[src/rtl/scan_timing_gen.sv]
// Raster timing generator: free-running horizontal/vertical scan counters
// with sync pulses, active-video flag, raw pixel coordinates and
// line/frame terminal strobes. All outputs are registered and decoded from
// the next-state counter values, so they never lag the coordinates.
module scan_timing_gen #(
   parameter int H_ACTIVE = 640,
   parameter int H_FP     = 16,
   parameter int H_SYNC   = 96,
   parameter int H_BP     = 48,
   parameter int V_ACTIVE = 480,
   parameter int V_FP     = 10,
   parameter int V_SYNC   = 2,
   parameter int V_BP     = 33,
   parameter bit HS_POL   = 1'b0,
   parameter bit VS_POL   = 1'b0,
   parameter int X_W      = 10,
   parameter int Y_W      = 10
) (
   input  logic           clk_i,
   input  logic           rst_n_i,
   input  logic           en_i,
   output logic [X_W-1:0] x_o,
   output logic [Y_W-1:0] y_o,
   output logic           active_o,
   output logic           hsync_o,
   output logic           vsync_o,
   output logic           line_end_o,
   output logic           frame_end_o
);

   localparam int H_TOTAL = H_ACTIVE + H_FP + H_SYNC + H_BP;
   localparam int V_TOTAL = V_ACTIVE + V_FP + V_SYNC + V_BP;

   // Boundaries held at counter width so every compare is full width.
   localparam logic [X_W-1:0] H_ACT_END  = X_W'(H_ACTIVE);
   localparam logic [X_W-1:0] HS_START   = X_W'(H_ACTIVE + H_FP);
   localparam logic [X_W-1:0] HS_END     = X_W'(H_ACTIVE + H_FP + H_SYNC);
   localparam logic [X_W-1:0] H_LAST     = X_W'(H_TOTAL - 1);
   localparam logic [Y_W-1:0] V_ACT_END  = Y_W'(V_ACTIVE);
   localparam logic [Y_W-1:0] VS_START   = Y_W'(V_ACTIVE + V_FP);
   localparam logic [Y_W-1:0] VS_END     = Y_W'(V_ACTIVE + V_FP + V_SYNC);
   localparam logic [Y_W-1:0] V_LAST     = Y_W'(V_TOTAL - 1);
   localparam logic [X_W-1:0] X_ONE      = X_W'(1);
   localparam logic [Y_W-1:0] Y_ONE      = Y_W'(1);

   logic [X_W-1:0] h;
   logic [Y_W-1:0] v;
   logic [X_W-1:0] h_nxt;
   logic [Y_W-1:0] v_nxt;
   logic           active_nxt;
   logic           hsync_nxt;
   logic           vsync_nxt;
   logic           line_end_nxt;
   logic           frame_end_nxt;

   // Next scan position and the output decode for that position.
   always_comb begin
      // NOTE: every signal gets a default before any branch so no latch is inferred.
      h_nxt = h + X_ONE;
      v_nxt = v;
      if (h == H_LAST) begin
         h_nxt = '0;
         v_nxt = (v == V_LAST) ? '0 : v + Y_ONE;
      end
      active_nxt    = (h_nxt < H_ACT_END) && (v_nxt < V_ACT_END);
      hsync_nxt     = ((h_nxt >= HS_START) && (h_nxt < HS_END)) ? HS_POL : ~HS_POL;
      vsync_nxt     = ((v_nxt >= VS_START) && (v_nxt < VS_END)) ? VS_POL : ~VS_POL;
      line_end_nxt  = (h_nxt == H_LAST);
      frame_end_nxt = (h_nxt == H_LAST) && (v_nxt == V_LAST);
   end

   // Counter and output registers; reset wins, en_i=0 freezes everything.
   always_ff @(posedge clk_i) begin
      // NOTE: non-blocking assignments keep all registers updating from pre-edge values.
      if (!rst_n_i) begin
         h           <= '0;
         v           <= '0;
         active_o    <= 1'b1;
         hsync_o     <= ~HS_POL;
         vsync_o     <= ~VS_POL;
         line_end_o  <= 1'b0;
         frame_end_o <= 1'b0;
      end else if (en_i) begin
         h           <= h_nxt;
         v           <= v_nxt;
         active_o    <= active_nxt;
         hsync_o     <= hsync_nxt;
         vsync_o     <= vsync_nxt;
         line_end_o  <= line_end_nxt;
         frame_end_o <= frame_end_nxt;
      end
   end

   assign x_o = h;
   assign y_o = v;

endmodule
[config.mk]
export PLATFORM = sky130hd
export DESIGN_NAME = scan_timing_gen
export DESIGN_NICKNAME = d
export VERILOG_FILES = /design/src/rtl/scan_timing_gen.sv
export SDC_FILE = /design/constraint.sdc
export NUM_CORES = 1
export LEC_CHECK = 0
export ABC_AREA = 1
export BUFFER_PORTS_ARGS = -buffer_cell sky130_fd_sc_hd__buf_4
export CAP_MARGIN = 25
export CORE_MARGIN = 5
export CORE_UTILIZATION = 25
export CTS_CLUSTER_SIZE = 40
export DETAILED_ROUTE_END_ITERATION = 8
export REMOVE_ABC_BUFFERS = 1
export SLEW_MARGIN = 40
export SYNTH_ARGS = -nofsm -noshare
export SYNTH_HDL_FRONTEND = slang
export SYNTH_SLANG_ARGS = --single-unit
[constraint.sdc]
create_clock -name clk_i -period 1.7 [get_ports clk_i]
set_input_delay 0.085 -clock clk_i [delete_from_list [all_inputs] [get_ports clk_i]]
set_output_delay 0.085 -clock clk_i [all_outputs]
set_load 0.02 [all_outputs]
==> flow_metrics.env <==
export IMPL_drtAntennaViolNets=0
export IMPL_power_leakage_nw=1.30
export IMPL_post_detailed_route_wirelength_per_cell_um=13.0
export IMPL_sort_of_element_at_the_start_of_the_critical_path="flip-flop"
export IMPL_drive_gt1_share_pct=40.5
export IMPL_crit_path_cell_trace="ha_4 > nand2_4 > nor2_8 > buf_12 > nand4_4 > o21ai_2 > nand2_1 > nor3_4 > nand3_1 > nand2_1 > nand3_1"
export IMPL_cts_path_max_buffers=2
export IMPL_finalWorstPathRequiredPeriod_ns=1.74
export IMPL_ys_top_cells_by_area="dfxtp_1 (26%), nand2_1 (15%), inv_1 (7.6%)"
export IMPL_worst_hold_slack_ns=0.137
export IMPL_worst_endpoint_arrival_ns=1.93
export IMPL_ys_dominant_reg_cell="dfxtp_1"
export IMPL_diodes=0
export IMPL_initial_detailed_routing_violation_count=190
export IMPL_grt_ovfl_total=0
export IMPL_gp_congestion=0.881
export IMPL_hold_depth=3
export IMPL_pre_cts_slack_ns=-0.0387
export IMPL_power_density_nw_per_um2=548
export IMPL_drt_first_pass_iters=4
export IMPL_ctsRootBufferMaster="clkbuf_8"
export IMPL_crit_path_max_fanout=5
export IMPL_net_count_reported_at_finish=373
export IMPL_dp_hpwl_um=4280
export IMPL_grt_start_max_net_pins=35
export IMPL_yosysTopAreaCell="dfxtp_1"
export IMPL_start_util_pct=25.3
export IMPL_max_vdd_ir_drop_mv=0.264
export IMPL_worst_slack_ns=-0.0425
export IMPL_timing_hold_worst_endpoint="x_o[7]"
export IMPL_cpMaxStageDelayCell="dfxtp_2"
export IMPL_timing_limited_maximum_frequency_mhz=574
export IMPL_detail_route_wirelength_um=6060
export IMPL_cts_clk_slew_worst_paths_ns=0.10
export IMPL_floorplan_core_area_um2=7610
export IMPL_critical_path_buffers_and_inverters=1
export IMPL_count_of_flip_flops_with_a_built_in_enable_after_synthesis=0
export IMPL_die_height_um=97.8
export IMPL_maxcap_viol_count=0
export IMPL_timing_critical_path_max_delay_family="simple AND/OR/NAND/NOR gates"
export IMPL_cts_buffers=3
export IMPL_r2r_start="x_o[1]"
export IMPL_i_o_pin_cnt=28
export IMPL_slew_viol_final=0
export IMPL_critical_path_endpoint_type="flip-flop"
export IMPL_layout_area_overhead_vs_synth_pct=41.7
export IMPL_failed_checks="setup timing"
export IMPL_unrepaired_setup_endpoints_after_global_routing="yes"
export IMPL_fin_worst_skew_ns=0.00277
export IMPL_port_buffers=27
export IMPL_first_global_vias=1935
export IMPL_async_flop_share_pct=0
export IMPL_timing_slew_headroom_pct=67.7
export IMPL_synthDistinctLibCells=36
export IMPL_run_status="finished, violations left"
export IMPL_tritoncts="yes"
export IMPL_grt_antenna_before_repair=0
export IMPL_synthesis_yosys_warnings=0
export IMPL_finalCritPeriodShare_pct=102
export IMPL_share_of_yosys_cell_area_claimed_by_the_top_area_cell_type_pct=26.0
export IMPL_category_of_the_most_critical_setup_path="flip-flop to flip-flop"
export IMPL_vias_per_cell=4.63
export IMPL_critical_path_max_stage_delay_ns=0.36
export IMPL_yosys_register_bits=25
export IMPL_synthMostInstantiatedCell="nand2_1"
export IMPL_worst_slew_pin_slew_ns=0.484
export IMPL_hold_class="input port to flip-flop"
export IMPL_cts_sink_count=25
export IMPL_cts_htree_levels=1
export IMPL_beginning_of_the_worst_hold_path="rst_n_i"
export IMPL_netlist_instances=304
export IMPL_fp_dieArea_um2=9560
export IMPL_crit_required_ns=1.88
export IMPL_regToRegSetupSlack_ns=-0.04
export IMPL_routed_via_count=2160
export IMPL_synth_cells_most_frequent="nand2_1 (75), inv_1 (39), nor2_1 (33), dfxtp_1 (25), a21oi_1 (19)"
export IMPL_worstSkewPairLatency_ns=0.28
export IMPL_final_hold_viol_count=0
export IMPL_floorplan_die_width_um=97.8
export IMPL_cell_area_after_synthesis_um2=1930
export IMPL_ys_seq_area_share_pct=26.0
export IMPL_final_report_setup_violation_count=2
export IMPL_reg2reg_to="vsync_o"
export IMPL_grt_first_pass_wirelength_um=9420
export IMPL_drc_errors=0
export IMPL_synth_area_per_cell_um2=6.34
export IMPL_global_route_usage_total_pct=11.8
export IMPL_placementRows=32
export IMPL_r2r_worst_path_cells=11
## registers in the layout, summed over array words and instances, names as in the netlist
signal / flops
line_end_o: 1
x_o: 10
vsync_o: 1
hsync_o: 1
active_o: 1
frame_end_o: 1
y_o: 10
## final cells by class
class,instances,area [um^2]
multi-input combinational,221,1320
clock inverter,1,5.00
timing repair buffer,69,538
sequential,25,523
fill,822,4880
inverter,46,175
tap,102,128
clock buffer,3,41.3
## layer usage
| metal | track usage [%] | vias to the layer above | part of all wire, % | wire length, um |
|---|---|---|---|---|
| met5 | 0 | - | 0 | 0 |
| met4 | 3.51 | 0 | 2.4 | 147 |
| met3 | 1.29 | 13 | 2.7 | 162 |
| met2 | 19.7 | 40 | 48 | 2930 |
| met1 | 16.1 | 1007 | 47 | 2820 |
| li1 | - | 1100 | - | - |
## what timing repair did
item,4_1_cts,5_1_grt
gates cloned,0,1
buffers inserted,0,10
pin swaps,1,25
endpoints found under the setup margin,4,10
resized for setup,10,42
hold buffers,0,0
## worst max-delay path by stage
stage,start,cells past startpoint,end
global route,x_o[4],11,frame_end_o
global placement,x_o[0],11,frame_end_o
CTS,x_o[0],11,frame_end_o
finish,x_o[1],11,vsync_o
detailed placement,x_o[0],11,frame_end_o
floorplan,x_o[0],10,vsync_o
## worst min-delay path: cells and delay by family
kind	cells	cell delay, ns
buffers and inverters	1	0.18
AO/OA/AOI/OAI	2	0.13
## power breakdown
part           internal [mW]  total, mW  switching (mW)  leakage, nW
Combinational          0.178      0.426           0.249         1.06
Sequential             0.622      0.677          0.0548        0.212
Clock                  0.165      0.393           0.228       0.0255
## metrics by stage
step                cells  area (um^2)  total power, mW  util (%)  setup TNS (ns)
finish                467         2730             1.50      35.9         -0.0667
detailed placement    452         2420             1.06      31.9         -0.0673
CTS                   456         2500             1.45      32.8         -0.0365
global placement      452         2420             1.06      31.9        -0.00468
floorplan             291         1850            0.884         -           -2.38
global route          467         2730             1.58      35.9          -0.594
## layout by cell type (no fill, tap or decap), types with 2 or more instances in the layout
cell      instances
nand2_1          68
buf_4            66
inv_1            38
nor2_1           25
a21oi_1          18
nand2_2          14
o21ai_0          13
dfxtp_2          12
nand4_1          11
nand3_1          11
nor2_2           11
dfxtp_1          11
inv_2             7
o211ai_1          6
nand3_2           5
nor2_4            4
nand2_4           3
nand3_4           3
o21bai_1          3
o21ai_2           3
ha_1              3
clkbuf_8          3
nand4_4           2
nor3_2            2
a211oi_1          2
o21ai_1           2
a21oi_2           2
nand3b_1          2
buf_6             2
dfxtp_4           2
## cells by family (layout without fill, tap and decap cells)
family          Yosys count  after routing  share of synthesized area, %
simple gates            163            164                          42.5
buf+inv                  59            119                          12.8
compound gates           51             51                          15.3
flops                    25             25                          26.0
fa+ha+maj                 4              4                          2.60
xor+xnor                  2              2                         0.909
No activity file was read; power rests on OpenSTA's default activity.
